### config.mk
export PLATFORM = sky130hd
export DESIGN_NAME = pipeline_ctrl
export DESIGN_NICKNAME = d
export VERILOG_FILES = /design/src/rtl/pipeline_ctrl.sv
export SDC_FILE = /design/constraint.sdc
export NUM_CORES = 1
export LEC_CHECK = 0
export ABC_CLOCK_PERIOD_IN_PS = 2400
export CAP_MARGIN = 20
export CORE_ASPECT_RATIO = 0.7
export CORE_MARGIN = 5
export CORE_UTILIZATION = 45
export DETAILED_ROUTE_END_ITERATION = 12
export GPL_TIMING_DRIVEN = 0
export HOLD_SLACK_MARGIN = 0.15
export PLACE_DENSITY_LB_ADDON = 0.15
export SLEW_MARGIN = 10
export SYNTH_ARGS = -nofsm -noshare
export SYNTH_HDL_FRONTEND = slang
export SYNTH_SLANG_ARGS = --single-unit
### constraint.sdc
create_clock -name clk -period 2.4 [get_ports clk]
set_clock_uncertainty 0.05 [all_clocks]
set_input_delay 0.36 -clock clk [delete_from_list [all_inputs] [get_ports clk]]
set_output_delay 0.36 -clock clk [all_outputs]
set_load 0.05 [all_outputs]
### src/rtl/pipeline_ctrl.sv
// pipeline_ctrl: hazard and stall controller for a five-stage pipeline.
// Produces stage-register load enables and bubble (flush) controls from the
// current hazard inputs. It tracks data-memory wait cycles, halts on a memory
// timeout, and keeps a saturating count of cycles in which the PC was frozen.
module pipeline_ctrl #(
  parameter int unsigned TIMEOUT = 16
) (
  input  logic        clk,
  input  logic        rst,
  input  logic [4:0]  id_rs1,
  input  logic [4:0]  id_rs2,
  input  logic        id_uses_rs2,
  input  logic        ex_memtoreg,
  input  logic        ex_wr_en,
  input  logic [4:0]  ex_write_reg,
  input  logic        ex_branch_taken,
  input  logic        mem_access,
  input  logic        mem_ready,
  output logic        pc_en,
  output logic        ifid_en,
  output logic        idex_en,
  output logic        exmem_en,
  output logic        memwb_en,
  output logic        ifid_flush,
  output logic        idex_flush,
  output logic        memwb_flush,
  output logic [1:0]  state,
  output logic        mem_err,
  output logic [15:0] stall_cnt
);

  typedef enum logic [1:0] {
    RUN      = 2'd0,
    MEM_WAIT = 2'd1,
    HALT     = 2'd2
  } state_t;

  localparam logic [7:0] WAIT_LIMIT = 8'(TIMEOUT - 1);

  state_t      state_q, state_d;
  logic [7:0]  wait_cnt_q, wait_cnt_d;
  logic        mem_err_q, mem_err_d;
  logic [15:0] stall_cnt_q, stall_cnt_d;

  logic mem_stall;
  logic load_use;
  logic rs1_hit;
  logic rs2_hit;

  // Hazard detection; a memory stall cannot exist once halted.
  always_comb begin
    mem_stall = mem_access & ~mem_ready & (state_q != HALT);
    rs1_hit   = (ex_write_reg == id_rs1);
    rs2_hit   = id_uses_rs2 & (ex_write_reg == id_rs2);
    load_use  = ex_memtoreg & ex_wr_en & (ex_write_reg != 5'd0) & (rs1_hit | rs2_hit);
  end

  // Stage enables and flushes, in priority order reset > HALT > mem_stall > branch > load_use.
  always_comb begin
    pc_en       = 1'b1;
    ifid_en     = 1'b1;
    idex_en     = 1'b1;
    exmem_en    = 1'b1;
    memwb_en    = 1'b1;
    ifid_flush  = 1'b0;
    idex_flush  = 1'b0;
    memwb_flush = 1'b0;
    if (rst) begin
      pc_en       = 1'b0;
      ifid_en     = 1'b0;
      idex_en     = 1'b0;
      exmem_en    = 1'b0;
      memwb_en    = 1'b0;
      ifid_flush  = 1'b1;
      idex_flush  = 1'b1;
      memwb_flush = 1'b1;
    end else if (state_q == HALT) begin
      pc_en    = 1'b0;
      ifid_en  = 1'b0;
      idex_en  = 1'b0;
      exmem_en = 1'b0;
      memwb_en = 1'b0;
    end else if (mem_stall) begin
      pc_en       = 1'b0;
      ifid_en     = 1'b0;
      idex_en     = 1'b0;
      exmem_en    = 1'b0;
      memwb_flush = 1'b1;
    end else if (ex_branch_taken) begin
      ifid_flush = 1'b1;
      idex_flush = 1'b1;
    end else if (load_use) begin
      pc_en      = 1'b0;
      ifid_en    = 1'b0;
      idex_flush = 1'b1;
    end
  end

  // Next-state logic for the memory-wait FSM, timeout and stall counters.
  always_comb begin
    state_d     = state_q;
    wait_cnt_d  = '0;
    mem_err_d   = mem_err_q;
    stall_cnt_d = stall_cnt_q;

    if (mem_stall) begin
      wait_cnt_d = wait_cnt_q + 8'd1;
    end

    unique case (state_q)
      RUN, MEM_WAIT: begin
        if (mem_stall) begin
          if (wait_cnt_q == WAIT_LIMIT) begin
            state_d   = HALT;
            mem_err_d = 1'b1;
          end else begin
            state_d = MEM_WAIT;
          end
        end else begin
          state_d = RUN;
        end
      end
      HALT:    state_d = HALT;
      default: state_d = RUN;
    endcase

    if (!pc_en && (stall_cnt_q != 16'hFFFF)) begin
      stall_cnt_d = stall_cnt_q + 16'd1;
    end
  end

  // State registers with asynchronous clear.
  always_ff @(posedge clk or posedge rst) begin
    if (rst) begin
      state_q     <= RUN;
      wait_cnt_q  <= '0;
      mem_err_q   <= 1'b0;
      stall_cnt_q <= '0;
    end else begin
      state_q     <= state_d;
      wait_cnt_q  <= wait_cnt_d;
      mem_err_q   <= mem_err_d;
      stall_cnt_q <= stall_cnt_d;
    end
  end

  assign state     = state_q;
  assign mem_err   = mem_err_q;
  assign stall_cnt = stall_cnt_q;

endmodule

### After elaboration in Yosys (flattened, before gate mapping)

Cells that the tools add are included.

* add/subtract/negate cells: 2
* multiply operators: 0
* div/mod/pow operators: 0
* magnitude comparators: 0
* equal/unequal tests: 7
* shift operators: 0
* muxes and demuxes: 26
* bitwise operators: 8
* reductions and logical operators: 6

Operators by type and width (number)
* two-way mux 1 bit: 22
* adder 16 x 1 -> 16 bit, second input constant: 1
* inequality test 16 bit, second input constant: 1
* == test 5 bit: 2
* adder 8 x 1 -> 8 bit, second input constant: 1
* == test 8 x 4 -> 1 bit, second input constant: 1
* two-way mux 8 bit: 1
* bitwise AND 1 bit: 6
* nonzero test 5 bit: 1
* two-way mux 2 bit: 2
* case mux 2 bit (2 select lines): 1
* AND reduction 3 bit: 1
* == test 2 x 1 -> 1 bit, second input constant: 1
* == test 2 bit, second input constant: 1
* logical NOT 2 bit: 1
* inequality test 2 bit, second input constant: 1
* OR reduction 2 bit: 1
* logical AND 1 bit: 1
* logical NOT 1 bit: 1
* inverter 1 bit: 1
* OR 1 bit: 1

* register bits: 27
* latch bits: 0
* bits in writable memories: 0
* memory bits (read-only): 0
* output and inout bits: 27
* logic and storage cells: 53
* memories: 0

### Longest topological paths before layout

Gate-level depths: netlist of run 1.

* depth after elaboration: 11
* mapped depth: 8

### Worst setup path after synthesis of run 1

OpenSTA, ideal clock, no wires.

* kind: register to output
* start point: reg state_q[0], in the netlist state[0]
* end point: out pc_en
* data arrival time: 2467 ps
* slack: -477 ps
* stages on the path, launching flop included: 7
* path through: dfrtp_1 > nand2b_1 > nand2_1 > nor2_1 > a21boi_4 > buf_6 > buf_4

* word-level cells in the longest chain between the ends: 5
* elaborated cells between the ends (all ways): 6

Ends and longest elaborated chain
* start, declared: RTL line 40 `state_t state_q, state_d;`
* start signal, assigned: RTL line 140 `state_q <= state_d;`
* inequality test 2 bit: RTL line 52 `mem_stall = mem_access & ~mem_ready & (state_q != HALT);`
* bitwise AND 1 bit: RTL line 52
* two-way mux 1 bit
* two-way mux 1 bit (*) (2 in series)
* end, declared: RTL line 19 `output logic pc_en,`

Every way passes the cells marked *; elsewhere a longest branch is shown, timed or not.

### Worst setup path after layout of run 1

* start point: in ex_write_reg[4]
* end point: out pc_en

* word-level cells in the longest chain between the ends: 9
* elaborated cells between the ends (all ways): 12

Ends and longest elaborated chain
* start, declared: RTL line 15 `input logic [4:0] ex_write_reg,`
* == test 5 bit: RTL line 54 `rs2_hit = id_uses_rs2 & (ex_write_reg == id_rs2);`
* bitwise AND 1 bit: RTL line 54
* OR 1 bit: RTL line 55 `load_use = ex_memtoreg & ex_wr_en & (ex_write_reg != 5'd0) & (rs1_hit | rs2_hit);`
* bitwise AND 1 bit (*): RTL line 55
* two-way mux 1 bit (*): RTL line 92 `end else if (load_use) begin`
* two-way mux 1 bit (*): RTL line 89 `end else if (ex_branch_taken) begin`
* two-way mux 1 bit (*): RTL line 83 `end else if (mem_stall) begin`
* two-way mux 1 bit (*): RTL line 77 `end else if (state_q == HALT) begin`
* two-way mux 1 bit (*): RTL line 68 `if (rst) begin`

Marks and branches as above.

==> run metrics, run 1 <==
final wirelength 3790 um; DR DRC count 0; Seq cells post-synth 27; routability cong. 0.919; PwrDens 996 nW/um^2; Worst R2R Path Depth 8; vias in the first global route 1,357; post-synth top area share 46.7%; Cells after Synth 147; Yosys top cell by area dfrtp_1; status completed; Final Hold Violating Endpoints 0; I/O pins 50; Worst R2R Setup Slack 0.21 ns; initial antenna violation count 0; CTS sink count 27; area grow syn2layout 45.1%; required time of the critical path 1.99 ns; final setup vio count 0; syn avg cell area 9.85 um^2; drt wl/cell 15.5 um; # port buffers 49; Die Ht 57.5 um; kind of critical path in2out; Hold Path Depth 1; Worst IR Drop VDD 869 uV; layout cells sized above 1 13.1%; CTS Hold Bufs 0; Worst Setup End Kind output port; setup ws final 0.0734 ns; largest net degree at the start of global routing 18; row count 17; Worst Tran Pin Value 0.687 ns; crit path max fanout 4; Tmin final 2.33 ns; synth top area cells dfrtp_1, xor2_1, xnor2_1; Final period util 96.9%; core area 3130 um^2; worst hold endpoint wait_cnt_q[0]$_DFF_PP0_; Avg Vias per Cell 5.39; hold_ws 0.438 ns; HP Class reg2reg; Synthesis Warnings 0; syn_nets 172; Reg-to-Reg Start stall_cnt[0]$_DFFE_PP0P_; final net count 232; synth unique cells 30; Die ar. 4470 um^2; R2R Path End stall_cnt[15]$_DFFE_PP0P_; Max Slew Vio Count 0; f_max 0.430 GHz; Leakage 0.918 nW; Via Count 1,316; RSZ-0062 raised after global routing false; first-pass GRT wire length 6410 um; Clock Tree Root clkbuf_8; pre-CTS WS -1.02 ns; grt ovf 0; Slew HR 54.0%; Critical Path Start Type input pin; Worst-path clk slew 0.09 ns; Netlist Area Pre-Place 1450 um^2; cell count after placement 234; Seq/Total Area, Yosys 46.7%; CTS tree built; H-tree depth 1; Tot Pwr 2.09 mW; DRT Pass-1 Iters 4; CTS Buffer Depth 2; post-DP HPWL 2740 um; n_diodes 0; Max-Cap Viols 0; TritonCTS Buffers 3; Global Route Usage Sum 17.6%; hold_sp wait_cnt_q[0]$_DFF_PP0_; CP Data Arrival Time 1.92 ns; floorplan die width 77.8 um; Finished Layout Cells 244; clock latency on the worst-skew pair 0.28 ns; initial cell density of the core 46.3%; ANT nets after route 0; initial DRC count 63
==> placed cells by master, fill, tap and decap left out, types with 7 or more instances in the layout <==
master / synthesis / final
buf_4: 2 / 7
clkdlybuf4s50_1: 0 / 36
dfrtp_1: 27 / 26
dlygate4sd2_1: 0 / 9
nand2_1: 15 / 15
nand3_1: 11 / 11
nor2_1: 12 / 10
nor3_1: 13 / 13
xnor2_1: 11 / 11
xor2_1: 19 / 19
==> timing repair <==
item,CTS,global route
hold endpoints to repair,0,0
setup buffers,5,0
endpoints found under the setup margin,8,2
cloned,1,0
gates resized for setup,30,5
pin swaps,3,2
==> registers in the layout, indices dropped and copies added, names as in the netlist <==
signal and cells:
wait_cnt_q 8, state 2, mem_err 1, stall_cnt 16
==> worst max-delay path, stage by stage <==
cell and delay (ns):
dlygate4sd2_1 0.28, or4_4 0.56, nor2_4 0.10, nor3_1 0.08
a21boi_4 0.16, buf_6 0.14, buf_4 0.10, buf_6 0.14
==> how the worst max path moves through the flow <==
stage                               start         end  slack [ns]  cells past startpoint
final                     ex_write_reg[4]       pc_en        0.07                      8
after global routing            mem_ready     idex_en        0.02                      6
after CTS                 ex_write_reg[4]       pc_en        0.01                      8
after detailed placement  ex_write_reg[0]       pc_en       -1.02                      8
after global placement    ex_write_reg[0]       pc_en       -1.01                      8
after floorplan                       rst  idex_flush        0.01                      3
==> cell type report <==
class | instances | area [um^2]
fillers | 250 | 1030
multi-input cells | 113 | 753
flip-flops and latches | 27 | 677
repair buffers | 54 | 520
well taps | 38 | 47.5
clock buffers | 3 | 41.3
plain buffers | 5 | 36.3
inverters | 2 | 11.3
clock inverters | 1 | 8.76
repair inverters | 1 | 5.00
==> cells in the mapped netlist <==
cell      number
nor4b_1        1
nor2_2         1
and4_1         2
nand2_1       15
o22ai_1        1
and3_1         4
nor2_1        12
mux2_4         1
nand2b_1       3
xnor2_1       11
nand3_1       11
xor2_1        19
ha_1           2
a21o_1         1
nor3b_1        1
buf_6          1
and2_1         1
a21oi_1        1
or4_1          2
dfrtp_1       27
buf_2          2
a21boi_4       1
nand4_1        5
nor2b_1        1
o21ai_0        1
or3_1          1
nor3_1        13
inv_1          2
buf_4          2
nor4_1         2
==> where the power goes <==
part           total (mW)  internal [mW]  switching (mW)
combinational        1.08          0.395           0.682
clock               0.271          0.122           0.149
sequential          0.745          0.581           0.164
==> per-layer routing <==
| metal | wire [um] | track usage, % |
|---|---|---|
| met5 | 0 | 0 |
| met2 | 1760 | 28.4 |
| met3 | 258 | 5.21 |
| met4 | 68 | 4.66 |
| met1 | 1710 | 23.3 |
==> metrics by stage <==
stage / setup TNS, ns / util (%) / instance area, um^2
final: 0 / 67.2 / 2100
after global routing: 0 / 67.2 / 2100
after CTS: 0 / 67.0 / 2100
after detailed placement: -6.01 / 63.8 / 1990
after global placement: -5.53 / 63.8 / 1990
after floorplan: 0 / - / 1460
==> kinds of logic (layout without fill, tap and decap cells) <==
family                   Yosys count  in the layout  share of synthesized area (%)
AO/OA/AOI/OAI                      5              5                           2.94
multiplexers                       1              1                           1.04
AND/OR/NAND/NOR                   75             75                           26.4
flip-flops                        27             27                           46.7
buffers and inverters              7             66                           3.02
adder cells (fa/ha/maj)            2              2                           1.73
XOR/XNOR                          30             30                           18.2
(Power assumes the default switching activity.)
==> run 2: changes to the inputs <==
- CELL_PAD_IN_SITES_DETAIL_PLACEMENT: unset -> 1
- CELL_PAD_IN_SITES_GLOBAL_PLACEMENT: unset -> 2
- CORE_UTILIZATION: 45 -> 26
- CTS_CLUSTER_SIZE: unset -> 24
==> run 2 against run 1 <==
Net effect:
- utilization decreased by 26 points
- critical path depth unchanged
- flip-flop and latch count unchanged
- worst hold slack got worse by 0.0028 ns
- power increased by 0.72%
- via count decreased by 1.4%
- highest routed layer unchanged
==> run metrics, run 2 (synthesized netlist as in run 1, its figures left out) <==
status completed; max reg flops 16 (unchanged); final wirelength 4250 um (+12%); Reg area 677 um^2 (unchanged); Max-Cap Viols 0 (unchanged); setup tns final 0 ns (unchanged); Die Ht 72.4 um (+26%); required time of the critical path 1.99 ns (about the same); cell breakdown of the critical path dlygate4sd2_1 > or4_4 > nor2_2 > nor3_1 > a21boi_4 > buf_6 > buf_4 > buf_6; TritonCTS Buffers 3 (unchanged); CP Data Arrival Time 1.93 ns (about the same); Final period util 97.6% (+0.67 points); commonest non-fill, non-tap cell in the layout clkdlybuf4s50_1; final net count 233 (+0.43%); final setup vio count 0 (unchanged); ANT nets after route 0 (unchanged); clock latency on the worst-skew pair 0.29 ns (about the same); routability cong. 0.793 (-14%); CP startpoint ex_write_reg[0]; Global Route Usage Sum 12.7% (-4.9 points); Avg Vias per Cell 4.65 (-14%); Die ar. 7180 um^2 (+61%); most frequent cells in the layout clkdlybuf4s50_1, dfrtp_1, xor2_1; H-tree depth 1 (unchanged); Max Slew Vio Count 0 (unchanged); f_max 0.427 GHz (-0.68%); crit-path leading delay family simple AND/OR/NAND/NOR gates; Leakage 0.928 nW (+1.1%); Worst IR Drop VDD 644 uV (-26%); final core occ 40.8% (-26 points); I/O pins 50 (unchanged); Worst R2R Setup Slack 0.24 ns (+0.03 ns); Tmin final 2.34 ns (+0.0160 ns); grt ovf 0 (unchanged); kind of critical path in2out; initial cell density of the core 27.2% (-19 points); switch share 47.9% (+0.36 points); Reg-to-Reg Start stall_cnt[0]$_DFFE_PP0P_; Worst Tran Pin Value 0.531 ns (-0.156 ns); Worst path slowest cell or4_4; P_int 1.10 mW (about the same); post-DP HPWL 3210 um (+17%); CTS Buffer Depth 2 (unchanged); row count 22 (+5); Critical Path Start Type input pin; crit path buf inv count 4 (unchanged); layout cells sized above 1 13.5% (+0.42 points); power share of the sequential group 35.6% (about the same); Multi-input gate area 748 um^2 (-0.66%); CTS tree built; most frequent cell on the critical path buf_6; hold_sp mem_err$_DFFE_PP0P_; HP Class reg2reg; Worst Setup End Kind output port; n_diodes 0 (unchanged); floorplan die width 99.2 um (+28%); first-pass GRT wire length 7310 um (+14%); DR DRC count 0 (unchanged); PwrDens 973 nW/um^2 (-2.3%); drt wl/cell 15.2 um (-1.8%); initial antenna violation count 0 (unchanged); Comb power frac 51.6% (about the same); NetSw 1.01 mW (+1.5%); area grow syn2layout 49.6%; Clock Tree Root clkbuf_8; core area 5310 um^2 (+70%); CTS sink count 27 (unchanged); crit path max fanout 4 (unchanged); RSZ-0062 raised after global routing true; DRT Pass-1 Iters 2 (-2); Slew HR 64.5% (+11 points); initial DRC count 17 (-73%); Final Hold Violating Endpoints 0 (unchanged); filler cell count 614 (+150%); clock share of power 12.8% (-0.2 points); # port buffers 49 (unchanged); largest net degree at the start of global routing 17 (-1); vias in the first global route 1,471 (+8.4%); critical path's largest stage delay 0.54 ns (-0.02 ns); Via Count 1,297 (-1.4%); Worst-path clk slew 0.09 ns (about the same)
-- run 2: per-layer routing --
metal	share of wire [%]	up-vias	track usage, %	wire, um
met5	0	-	0	0
met4	0.54	0	3.79	23
li1	-	624	-	-
met1	50	623	17.1	2150
met3	6.6	4	4.03	282
met2	42	46	19.6	1800
-- run 2: path summary, 6_finish.rpt --
path                            cells after the start                         to
worst max-delay path                                8                      pc_en
worst min-delay path                                1        mem_err$_DFFE_PP0P_
worst max register to register                      8   stall_cnt[6]$_DFFE_PP0P_
worst min register to register                      1        mem_err$_DFFE_PP0P_
max in group asynchronous                           4  stall_cnt[12]$_DFFE_PP0P_
min in group asynchronous                           3         state[0]$_DFF_PP0_
-- run 2: timing repair --
action                                  in CTS  in global routing
endpoints found under the setup margin       8                  4
buffers inserted                             6                  0
hold buffers                                 0                  0
pin swaps                                    1                  1
gates resized for setup                     29                  6
-- run 2: power groups by stage --
stage / Combinational [mW] / Sequential [mW] / Clock, mW
after CTS: 1.10 / 0.754 / 0.284
after global placement: 1.07 / 0.749 / 0
after global routing: 1.15 / 0.780 / 0.300
after detailed placement: 1.09 / 0.762 / 0
after floorplan: 0.278 / 1.15 / 0
final: 1.09 / 0.751 / 0.269
-- run 2: worst register-to-register path: stages (launching register included) --
cell     delay (ns)
dfrtp_1        0.48
ha_1           0.27
nand2_1        0.10
nor2_1         0.27
and3_1         0.19
buf_2          0.16
buf_2          0.24
nor3_1         0.10
xor2_1         0.15
-- run 2: final cells by class --
class / count / share of cell area [%]
tap: 72 / 4.16
inverter: 2 / 0.520
clock inverter: 1 / 0.347
multi-input combinational: 113 / 34.5
clock buffer: 3 / 1.91
timing repair buffer: 56 / 25.6
buffer: 5 / 1.68
sequential: 27 / 31.3
-- run 2: through the flow --
stage | setup slack [ns] | cell area (um^2) | total power, mW | instances | hold WS (ns)
after floorplan | 0.0105 | 1460 | 1.43 | 147 | 0.384
after global placement | -1.06 | 2040 | 1.82 | 268 | 0.398
after CTS | 0.00650 | 2160 | 2.14 | 279 | 0.442
after global routing | -0.0116 | 2170 | 2.23 | 279 | 0.467
after detailed placement | -1.08 | 2060 | 1.85 | 269 | 0.418
final | 0.0574 | 2170 | 2.11 | 279 | 0.435
==> RTL edit 1: new RTL, config.mk and constraints of run 1 <==
Register the output `mem_err` once more; this adds one clock of latency there. The other outputs are not delayed to match.
--- a/src/rtl/pipeline_ctrl.sv
+++ b/src/rtl/pipeline_ctrl.sv
@@ -146,5 +146,7 @@
 
   assign state     = state_q;
-  assign mem_err   = mem_err_q;
+  always_ff @(posedge clk) begin
+    mem_err <= mem_err_q;
+  end
   assign stall_cnt = stall_cnt_q;
 
Check against the original RTL: same outputs for any inputs over 10 cycles, from zero or initial values and one cycle with rst high; that may be too few to reach the edited logic, so the function may still have changed.
==> RTL edit 1 against run 1 <==
Sequential cell count grew 1; combinational power shrank 40%; cell count shrank 2.5%; worst hold slack lost 110 ps; synthesized area grew 0.86%; die area grew 0.74%; register-to-register slack lost 40 ps; cell area grew 0.30%; power shrank 21%; routed wire length shrank 3.1%; worst setup slack lost 20 ps; largest cell class unchanged; largest power group unchanged.
==> RTL edit 1: results (changes against run 1) <==
Outcome
  – Outcome: completed

Critical path
  – FF-to-FF setup slack: 170 ps (-40 ps)
  – CP Max Fanout: 3 (-1)
  – Crit-path max cell delay: 540 ps (-20 ps)
  – Crit-path slowest cell: clkdlybuf4s50_1
  – Crit path max-delay family: buffers and inverters
  – CP Data Arrival Time: 1940 ps (+20 ps)
  – Cells on worst reg2reg path: 9 (+1)

Layout
  – Layout cells sized above 1: 12.5% (-0.61 points)
  – Nonclk buf count: 57 (-3.4%)
  – Multi-input logic cell count: 109 (-3.5%)
  – Multi-input combinational area share: 35.7% (-0.17 points)
  – Fillers: 246 (-1.6%)
  – Non-clock buffer share of cell area: 25.1% (-1.4 points)
  – Clock network area share: 3.38% (+1.0 points)
  – # nets final: 226 (-2.6%)

Route
  – Initial DRC Count: 124 (+97%)
  – Vias/cell: 5.42 (+0.50%)
  – Via Count: 1290 (-2.0%)
  – Routed wire length: 3670 µm (-3.1%)

Synth
  – Async set-reset flop share out of synthesis: 96.4% (-3.6 points)
  – Mean Syn Cell Area: 10.3 µm² (+4.4%)
  – Syn nets: 167 (-2.9%)
  – Synth top cells by count: dfrtp_1 (27), xnor2_1 (25), nand2_1 (17)
  – Top post-synthesis cells by area: dfrtp_1 (46%), xnor2_1 (15%), nand4_1 (6.0%)

Timing
  – Least-Margin Pin Slew: 736 ps (+49.5 ps)
  – Hold_ws: 324 ps (-114 ps)

Power
  – IR drop worst, VDD: 0.441 mV (-49%)
  – Lkg Pwr: 0.886 nW (-3.5%)

Placement
  – RePlAce Congestion: 0.768 (-16%)
  – Area after DPL: 2010 µm² (+0.75%)

Hold path
  – Worst Hold Path EP: mem_err
  – Hold Path Depth: 0 (-1)

GRT
  – GRT Total Usage: 17.3% (-0.28 points)
  – First-pass GRT wire length: 6240 µm (-2.6%)
RTL edit 1: metal layers:
layer  wire, µm  vias up
li1           -      611
met1       1610      623
met2       1690       52
met3        338        4
met4         39        0
met5          0        -
RTL edit 1: cells by family (layout without fill, tap and decap cells):
logic type / count (synthesis) / after routing / share of synthesized area, %
fa+ha+maj: 2 / 2 / 1.71
buf+inv: 5 / 63 / 2.31
compound gates: 7 / 7 / 4.03
simple gates: 69 / 69 / 25.5
xor+xnor: 30 / 30 / 18.0
mux: 1 / 1 / 0.771
flops: 28 / 28 / 47.6
RTL edit 1: what timing repair did:
item,in CTS,in global routing
cloned,1,0
gates resized for setup,28,3
setup buffers,3,1
pin swaps,1,1
setup endpoints to repair,8,12
RTL edit 1: worst max path at each step:
| stage | to | slack, ps | depth (start not counted) | startpoint |
|---|---|---|---|---|
| 2_1_floorplan | pc_en | -80 | 5 | state[0] |
| 3_3_place_gp | pc_en | -750 | 7 | ex_write_reg[0] |
| 3_5_place_dp | idex_flush | -780 | 5 | rst |
| 4_1_cts | pc_en | 40 | 8 | ex_write_reg[1] |
| 5_1_grt | pc_en | -50 | 8 | ex_write_reg[1] |
| 6_report | pc_en | 50 | 8 | ex_write_reg[1] |
RTL edit 1: where the power goes:
group | internal [W] | total (W) | switching [W]
Sequential | 0.000536 | 0.000639 | 0.000103
Combinational | 0.000240 | 0.000647 | 0.000406
Clock | 0.000223 | 0.000370 | 0.000146
RTL edit 1: worst register-to-register path, delay by kind of cell, from the launching register on:
family,cells,cell delay [ps]
fa+ha+maj,1,200
flops,1,510
compound gates,1,160
xor+xnor,1,130
buf+inv,2,490
simple gates,4,610
==> RTL edit 2: new RTL, settings of run 1 <==
Made on the original files. `TIMEOUT`: 16 -> 8.
--- a/src/rtl/pipeline_ctrl.sv
+++ b/src/rtl/pipeline_ctrl.sv
@@ -4,5 +4,5 @@
 // timeout, and keeps a saturating count of cycles in which the PC was frozen.
 module pipeline_ctrl #(
-  parameter int unsigned TIMEOUT = 16
+  parameter int unsigned TIMEOUT = 8
 ) (
   input  logic        clk,
Behaviour: not the same (Yosys sat finds a counterexample within 10 cycles, from zero or initial values and one cycle with rst high).
==> RTL edit 2 against run 1 <==
Worst hold slack lost 20 ps; synthesized area grew 0.95%; clock power shrank 5%; cell area grew 1.7%; register-to-register slack gained 120 ps; highest routed layer unchanged; routed wire length shrank 2.5%; power shrank 21%; worst setup slack lost 3.4 ps; critical path type unchanged; sequential cell count is the same; first-iteration DRC count shrank 25%; largest cell class unchanged; count of clock-buffer cells in the layout grew 1; via count shrank 4.3%.
==> RTL edit 2: results (changes against run 1) <==
Layout
  – Fillers: 249 (-0.40%)
  – # diodes: 0 (unchanged)
  – Core Util, Final: 68.3% (+1.2 points)
  – Max reg flops: 16 (unchanged)
  – Layout cells sized above 1: 14.6% (+1.5 points)

Power
  – Lkg Pwr: 0.897 nW (-2.3%)
  – IR drop worst, VDD: 0.671 mV (-23%)
  – Combinational cell fraction of total power: 46.5% (-5.0 points)
  – P_int: 0.000938 W (-15%)
  – Clock net power: 0.000257 W (-5%)
  – Switching share of power: 43.5% (-4.1 points)

Synth
  – Syn nets: 174 (+1.2%)
  – Synth Area in Adders: 1.71% (-0.016 points)
  – Synth top cells by count: dfrtp_1 (27), nor2_1 (17), xnor2_1 (17)
  – Post-synthesis mux area share: 1.03% (-0.0098 points)
  – Most used flip-flop cell after synthesis: dfrtp_1
  – Top post-synthesis cells by area: dfrtp_1 (46%), xnor2_1 (10%), xor2_1 (7.8%)
  – Area share of the largest cell type after synthesis: 46.2% (-0.44 points)
  – Post-Synth XOR/XNOR Area: 18.0% (-0.17 points)
  – Mapped Cells: 149 (+1.4%)
  – Cell variety after synth: 32 (+6.7%)
  – Compound-cell area share of the yosys netlist: 4.54% (+1.6 points)
  – Sequential fraction of the synthesis area: 46.2% (-0.44 points)

Placement
  – Pre-CTS setup slack: -837 ps (+183 ps)
  – Area after DPL: 2040 µm² (+2.3%)
  – Post-Place Cells: 236 (+0.85%)
  – RePlAce Congestion: 0.739 (-20%)
  – PortBufs: 49 (unchanged)
  – HPWL Detailed: 2860 µm (+4.4%)

Route
  – Drt wl/cell: 15.1 µm (-2.5%)
  – Routed wire length: 3700 µm (-2.5%)
  – Vias/cell: 5.16 (-4.3%)
  – Total iterations of the first detailed-routing run: 4 (unchanged)
  – Initial DRC Count: 47 (-25%)

Critical path
  – FF-to-FF setup slack: 330 ps (+120 ps)
  – CP Max Fanout: 5 (+1)
  – Crit-path max cell delay: 570 ps
  – Crit-path slowest cell: clkdlybuf4s50_1
  – Crit path to: idex_en
  – CP Data Arrival Time: 1920 ps (about the same)
  – CP Launch Point: rst
  – FF-to-FF End: stall_cnt[12]
  – Cells on worst reg2reg path: 7 (-1)

Timing
  – Fin crit share: 97.1% (+0.14 points)
  – Hold_ws: 418 ps (-20.0 ps)
  – Least-Margin Pin Slew: 679 ps (-8.21 ps)
  – Final hold violations: 0 (unchanged)

GRT
  – GRT Total Usage: 17.1% (-0.56 points)
  – Vias in the first global route: 1311 (-3.4%)
  – First-pass GRT wire length: 6100 µm (-4.9%)
  – Largest net degree at the start of global routing: 15 (-3)

Clock network
  – # resized after CTS: 32 (+6.7%)
  – Setup Buffers After CTS: 2 (-3)
  – CTS clk-pin slew, worst paths: 90 ps (about the same)

Hold path
  – Hold Path Depth: 1 (unchanged)

Outcome
  – Outcome: completed
==> RTL edit 2: changes by cell type in the layout (fill, tap and decap cells not counted), sizes merged, moves of 4 or more <==
cell         before  now
nor3             13    9
dlygate4sd2       9    5
buf              13    8
xor2             19   13
inv               2    7
nor2             13   17
xnor2            11   17
==> RTL edit 2: worst max-delay path, delay by kind of cell <==
family        cells  cell delay [ps]
simple gates      1              340
buf+inv           3             1210
==> RTL edit 2: per-layer routing <==
| layer | GRT usage [%] | part of all wire (%) | vias up |
|---|---|---|---|
| li1 | - | - | 619 |
| met1 | 23.0 | 48 | 603 |
| met2 | 26.5 | 46 | 32 |
| met3 | 5.43 | 5.4 | 6 |
| met4 | 4.82 | 1.2 | 0 |
| met5 | 0 | 0 | - |
==> RTL edit 2: layout make-up <==
class | instances | area share, %
plain buffers | 2 | 0.878
clock buffers | 4 | 2.11
inverters | 8 | 1.58
multi-input cells | 112 | 37.8
flip-flops and latches | 27 | 31.7
well taps | 38 | 2.22
repair buffers | 52 | 23.5
repair inverters | 1 | 0.234
